--- config.mk ---
export PLATFORM = sky130hd
export DESIGN_NAME = ps2_tx
export DESIGN_NICKNAME = d
export VERILOG_FILES = /design/src/rtl/ps2_pkg.sv /design/src/rtl/ps2_edge_sync.sv /design/src/rtl/ps2_tx.sv
export SDC_FILE = /design/constraint.sdc
export NUM_CORES = 1
export LEC_CHECK = 0
export CAP_MARGIN = 15
export CORE_MARGIN = 2
export CORE_UTILIZATION = 40
export DETAILED_ROUTE_END_ITERATION = 8
export HOLD_SLACK_MARGIN = 0.1
export REMOVE_ABC_BUFFERS = 1
export SLEW_MARGIN = 20
export SYNTH_ARGS = -nofsm -noshare
export SYNTH_HDL_FRONTEND = slang
export SYNTH_HIERARCHICAL = 1
export SYNTH_SLANG_ARGS = --single-unit
--- constraint.sdc ---
create_clock -name clk_50 -period 2 [get_ports clk_50]
set_clock_uncertainty 0.15 [all_clocks]
set_input_delay 0.3 -clock clk_50 [delete_from_list [all_inputs] [get_ports clk_50]]
set_output_delay 0.3 -clock clk_50 [all_outputs]
set_load 0.01 [all_outputs]
--- src/rtl/ps2_pkg.sv ---
// ps2_pkg: transmitter state encoding and PS/2 host-to-device frame constants
// shared by ps2_tx and ps2_edge_sync users.
package ps2_pkg;

   typedef enum logic [2:0] {
      ST_IDLE      = 3'd0,
      ST_INHIBIT   = 3'd1,
      ST_REQ       = 3'd2,
      ST_SHIFT     = 3'd3,
      ST_ACK       = 3'd4,
      ST_WAIT_IDLE = 3'd5
   } state_t;

   localparam int DATA_BITS  = 8;
   localparam int FRAME_CLKS = 11;
   localparam bit ODD_PARITY = 1'b1;

   // Last falling edge on which the host still drives the line (the stop bit).
   localparam logic [3:0] LAST_DRIVE_FE = 4'(FRAME_CLKS - 1);

   function automatic logic frame_parity(input logic [DATA_BITS-1:0] data);
      return ODD_PARITY ? ~^data : ^data;
   endfunction

endpackage

--- src/rtl/ps2_edge_sync.sv ---
// ps2_edge_sync: 2-FF synchronizers for the PS/2 clock and data lines plus a
// falling-edge strobe on the synchronized clock (seen 1 then 0).
module ps2_edge_sync (
   input  logic clk,
   input  logic rst,
   input  logic clk_in,
   input  logic dat_in,
   output logic clk_sync,
   output logic dat_sync,
   output logic fe
);

   logic clk_meta;
   logic dat_meta;
   logic clk_prev;

   // Idle PS/2 lines are high, so the synchronizers reset to 1.
   always_ff @(posedge clk) begin
      if (rst) begin
         clk_meta <= 1'b1;
         clk_sync <= 1'b1;
         clk_prev <= 1'b1;
         dat_meta <= 1'b1;
         dat_sync <= 1'b1;
      end else begin
         clk_meta <= clk_in;
         clk_sync <= clk_meta;
         clk_prev <= clk_sync;
         dat_meta <= dat_in;
         dat_sync <= dat_meta;
      end
   end

   assign fe = clk_prev & ~clk_sync;

endmodule

--- src/rtl/ps2_tx.sv ---
// ps2_tx: PS/2 host-to-device command transmitter (inhibit, request, shift, ACK).
// Define PS2_TX_TIMEOUT_EN to add a frame watchdog of TIMEOUT_CYC cycles.
module ps2_tx
   import ps2_pkg::*;
#(
   parameter int INHIBIT_CYC = 5000,
   parameter int TIMEOUT_CYC = 1000000
) (
   input  logic       clk_50,
   input  logic       rst,
   input  logic       tx_valid,
   input  logic [7:0] tx_data,
   output logic       tx_ready,
   output logic       tx_done,
   output logic       tx_err,
   output logic       busy,
   input  logic       ps2_clk_in,
   input  logic       ps2_dat_in,
   output logic       ps2_clk_oe,
   output logic       ps2_dat_oe
);

   localparam int INH_W = (INHIBIT_CYC > 1) ? $clog2(INHIBIT_CYC) : 1;
   localparam logic [INH_W-1:0] INH_LAST = INH_W'(INHIBIT_CYC - 1);

   state_t               state;
   state_t               state_nxt;
   logic                 clk_sync;
   logic                 dat_sync;
   logic                 fe;
   logic [DATA_BITS:0]   frame;
   logic [3:0]           shift_cnt;
   logic [INH_W-1:0]     inh_cnt;
   logic                 ack_ok;
   logic                 accept;
   logic                 frame_end;
   logic                 timeout_hit;
   logic                 done_nxt;
   logic                 err_nxt;
   logic                 ready_nxt;
   logic                 busy_nxt;
   logic                 clk_oe_nxt;
   logic                 dat_oe_nxt;

   ps2_edge_sync u_sync (
      .clk      (clk_50),
      .rst      (rst),
      .clk_in   (ps2_clk_in),
      .dat_in   (ps2_dat_in),
      .clk_sync (clk_sync),
      .dat_sync (dat_sync),
      .fe       (fe)
   );

   assign accept    = tx_valid & tx_ready;
   assign frame_end = (state == ST_WAIT_IDLE) & clk_sync & dat_sync;

`ifdef PS2_TX_TIMEOUT_EN
   localparam int WD_W = $clog2(TIMEOUT_CYC + 1);
   localparam logic [WD_W-1:0] WD_LAST = WD_W'(TIMEOUT_CYC - 1);

   logic [WD_W-1:0] wdog;

   // Watchdog runs from REQ entry and is held clear while idle or inhibiting.
   always_ff @(posedge clk_50) begin
      if (rst) begin
         wdog <= '0;
      end else if ((state == ST_IDLE) || (state == ST_INHIBIT)) begin
         wdog <= '0;
      end else if (wdog != WD_LAST) begin
         wdog <= wdog + WD_W'(1);
      end else begin
         wdog <= wdog;
      end
   end

   assign timeout_hit = (state != ST_IDLE) && (state != ST_INHIBIT) && (wdog == WD_LAST);
`else
   // No watchdog: the block waits indefinitely for device clocks.
   assign timeout_hit = (TIMEOUT_CYC < 0);
`endif

   // State register.
   always_ff @(posedge clk_50) begin
      if (rst) begin
         state <= ST_IDLE;
      end else begin
         state <= state_nxt;
      end
   end

   // Next-state logic; a watchdog expiry overrides every transition.
   always_comb begin
      state_nxt = state;
      if (timeout_hit) begin
         state_nxt = ST_IDLE;
      end else begin
         case (state)
            ST_IDLE: begin
               if (accept) state_nxt = ST_INHIBIT;
               else        state_nxt = ST_IDLE;
            end
            ST_INHIBIT: begin
               if (inh_cnt == INH_LAST) state_nxt = ST_REQ;
               else                     state_nxt = ST_INHIBIT;
            end
            ST_REQ: begin
               state_nxt = ST_SHIFT;
            end
            ST_SHIFT: begin
               if (fe && (shift_cnt == (LAST_DRIVE_FE - 4'd1))) state_nxt = ST_ACK;
               else                                             state_nxt = ST_SHIFT;
            end
            ST_ACK: begin
               if (fe) state_nxt = ST_WAIT_IDLE;
               else    state_nxt = ST_ACK;
            end
            ST_WAIT_IDLE: begin
               if (clk_sync && dat_sync) state_nxt = ST_IDLE;
               else                      state_nxt = ST_WAIT_IDLE;
            end
            default: begin
               state_nxt = ST_IDLE;
            end
         endcase
      end
   end

   // Frame latch, saturating counters and ACK capture.
   always_ff @(posedge clk_50) begin
      if (rst) begin
         frame     <= '0;
         shift_cnt <= 4'd0;
         inh_cnt   <= '0;
         ack_ok    <= 1'b0;
      end else begin
         if (accept) begin
            frame  <= {frame_parity(tx_data), tx_data};
            ack_ok <= 1'b0;
         end else if ((state == ST_ACK) && fe) begin
            ack_ok <= ~dat_sync;
         end

         if (state != ST_INHIBIT) begin
            inh_cnt <= '0;
         end else if (inh_cnt != INH_LAST) begin
            inh_cnt <= inh_cnt + INH_W'(1);
         end

         if (state == ST_REQ) begin
            shift_cnt <= 4'd0;
         end else if ((state == ST_SHIFT) && fe && (shift_cnt != LAST_DRIVE_FE)) begin
            shift_cnt <= shift_cnt + 4'd1;
         end
      end
   end

   // Output decode from the upcoming state so every output is registered in
   // step with the state; tx_ready stays low for the pulse cycle.
   always_comb begin
      done_nxt   = frame_end & ack_ok & ~timeout_hit;
      err_nxt    = timeout_hit | (frame_end & ~ack_ok);
      busy_nxt   = (state_nxt != ST_IDLE);
      ready_nxt  = ~busy_nxt & ~done_nxt & ~err_nxt;
      clk_oe_nxt = (state_nxt == ST_INHIBIT);
      case (state_nxt)
         ST_REQ: begin
            dat_oe_nxt = 1'b1;
         end
         ST_SHIFT: begin
            if ((state == ST_SHIFT) && fe) dat_oe_nxt = ~frame[shift_cnt];
            else                           dat_oe_nxt = ps2_dat_oe;
         end
         default: begin
            dat_oe_nxt = 1'b0;
         end
      endcase
   end

   // Output registers.
   always_ff @(posedge clk_50) begin
      if (rst) begin
         tx_ready   <= 1'b1;
         tx_done    <= 1'b0;
         tx_err     <= 1'b0;
         busy       <= 1'b0;
         ps2_clk_oe <= 1'b0;
         ps2_dat_oe <= 1'b0;
      end else begin
         tx_ready   <= ready_nxt;
         tx_done    <= done_nxt;
         tx_err     <= err_nxt;
         busy       <= busy_nxt;
         ps2_clk_oe <= clk_oe_nxt;
         ps2_dat_oe <= dat_oe_nxt;
      end
   end

endmodule

==> reports/metrics.yaml <==
grt_usage_pct: 14.3
leakage_nw: 0.799
synth.avg_cell_area_sq_um: 9.15
vias: 1396
grt_pass1_vias: 1259
first_pass_iters: 4
cellPowerDensity_nw_per_um2: 758
yosysWarnings: 6
yosysSeqAreaShare_pct: 45.8
dp_hpwl_mm: 2.42
yosys_most_used_dff: "dfxtp_1"
ctsResizeCount: 0
dp_cells: 271
reg2reg_from: "u_sync/clk_sync"
routedWlPerCell_um: 11.9
drive_gt1_share_pct: 13.2
hold_path.startpoint: "u_sync/dat_meta"
syn_inst: 196
drtIter0Drc: 62
status: "finished, final reports clean"
yosysTopAreaCell: "dfxtp_1"
synthesis.area_sq_um: 1790
clk_pin_slew_worst_paths_ns: 0.08
yosysTopAreaCellShare_pct: 45.8
grt_pass1_wl_mm: 5.72
wl_mm: 3.32
die_height_um: 71.0
r2r_cells: 7
holdBufCountCts: 0
finalHoldViolCount: 0
overflow: 0
synth_edf_count: 0
synthToLayoutAreaGrowth_pct: 23.2
stdcell_count: 279
rows: 24
end_kind: "register"
arrival_ns: 1.95
clk_path_buf_depth: 2
antenna_found_initial: 0
clockRootBuffer: "clkbuf_8"
max_freq_mhz: 524
finalSetupViolCount: 0
drc: 0
required_ns: 2.04
whs_endpoint: "u_sync/dat_sync"
slew_headroom_pct: 73.6
worstHoldPathCells: 1
async_flop_share_pct: 0
cts_htree_levels: 2
critPathLaunchType: "register"
tightest_slew_ns: 0.395
worstReg2RegEnd: "ps2_dat_oe"
ant_nets: 0
start_util_pct: 41.5
ys_types: 45
coreArea_sq_um: 4320
cp-startpoint: "u_sync/clk_sync"
antenna_cells: 0
cts_sinks: 41
clock_latency_ns: 0.29
rsz0062_at_grt: "no"
period_minus_slack_ns: 1.91
p_total_w: 0.00167
nNetsFinal: 243
cts-buffers-inserted: 5
yosysMostFrequentCell: "dfxtp_1"
ys_top_cells_by_count: "41 x dfxtp_1, 28 x nand2_1, 25 x nor2_1, 13 x a21oi_1, 12 x xnor2_1"
slowest_delay_ns: 0.43
slowest_stage: "a2111o_1"
ys_ff_latch: 41
drv_cap: 0
drv_slew: 0
port_buffers: 18
rrSetupSlack_ns: 0.09
finalCritPeriodShare_pct: 95.4
min_path_type: "reg2reg"
grt_max_degree: 22
io_pins: 19
timing.setup.critical_path_class: "reg2reg"
viasPerCell: 5.00
place_congestion: 0.839
path_max_fanout: 4
crit_chain: "nor2b_1 > nand2_1 > o21ai_0 > nor3_1 > a2111o_1 > buf_4 > o21a_1"
cts_setup_buffers: 0
synthTopCellsByArea: "dfxtp_1 46%, nand2_1 5.9%, xnor2_1 5.9%, nor2_1 5.2%, a21oi_1 3.6%"
dieWidth_um: 71.0
fp.dieArea_sq_um: 5030
tritoncts: "yes"
ir_drop_mv: 0.827
==> registers in the layout, summed over array words and instances, names as in the netlist, 3 cells and up <==
signal / cells
frame: 9
state: 3
inh_cnt: 13
shift_cnt: 4
==> final cells by class <==
class	instances	area, sq um
timing repair buffer	30	270
inverter	3	11.3
fill	436	2120
clock inverter	3	46.3
clock buffer	5	68.8
multi-input combinational	145	926
sequential	41	821
tap	52	65.1
==> how the worst max path moves through the flow <==
stage | to | slack, ns
after detailed placement | ps2_dat_oe | -0.07
final | ps2_dat_oe | 0.09
after floorplan | ps2_clk_oe | 0.13
after CTS | ps2_clk_oe | 0.10
after global routing | ps2_clk_oe | 0.03
after global placement | ps2_dat_oe | -0.05
==> worst max-delay path: cells and delay by family, from the launching register on <==
family,cells,cell delay [ns]
compound gates,3,0.69
buf+inv,1,0.15
flops,1,0.34
simple gates,3,0.48
==> report_power, final <==
group          internal (W)  leakage (nW)  switching [W]  total (W)
Clock              0.000373        0.0543       0.000294   0.000668
Sequential         0.000842         0.334      0.0000173   0.000859
Combinational     0.0000822         0.411      0.0000657   0.000148
Total               0.00130         0.799       0.000377    0.00167
==> layer usage <==
layer,GRT usage (%),vias up,part of all wire (%)
met1,18.9,641,50
li1,-,731,-
met4,4.40,0,0.81
met3,4.27,2,3.0
met2,22.7,22,46
met5,0,-,0
==> stage by stage <==
stage               setup TNS, ns  hold WS [ns]  area (sq um)  utilization (%)  setup WS [ns]
finish                          0         0.262          2210             51.1         0.0926
global route                    0         0.267          2210             51.1         0.0270
CTS                             0         0.264          2210             51.1          0.102
detailed placement         -0.143         0.242          2090             48.4        -0.0737
global placement          -0.0923         0.236          2090             48.4        -0.0502
floorplan                       0         0.219          1760                -          0.134
==> placed cells by master, fill, tap and decap left out, drive strengths merged, types with 2 or more instances in the layout <==
cell / instances
a21oi: 13
nor2: 25
o21ai: 3
nor3: 3
or2: 5
xor2: 7
clkdlybuf4s50: 18
nand2b: 2
nor4: 2
a211oi: 2
and3: 4
and2: 2
mux4: 2
a2111oi: 2
ha: 4
clkbuf: 5
nand2: 29
inv: 3
buf: 12
nand4: 5
dfxtp: 41
o21a: 3
nand3: 3
xnor2: 12
nor2b: 3
==> cells by family after synthesis <==
kind of cell | synth area share, %
xor+xnor | 9.28
flops | 45.8
mux | 3.07
fa+ha+maj | 2.79
simple gates | 25.7
buf+inv | 2.58
compound gates | 10.7
Power figures use the tool's default switching activity.
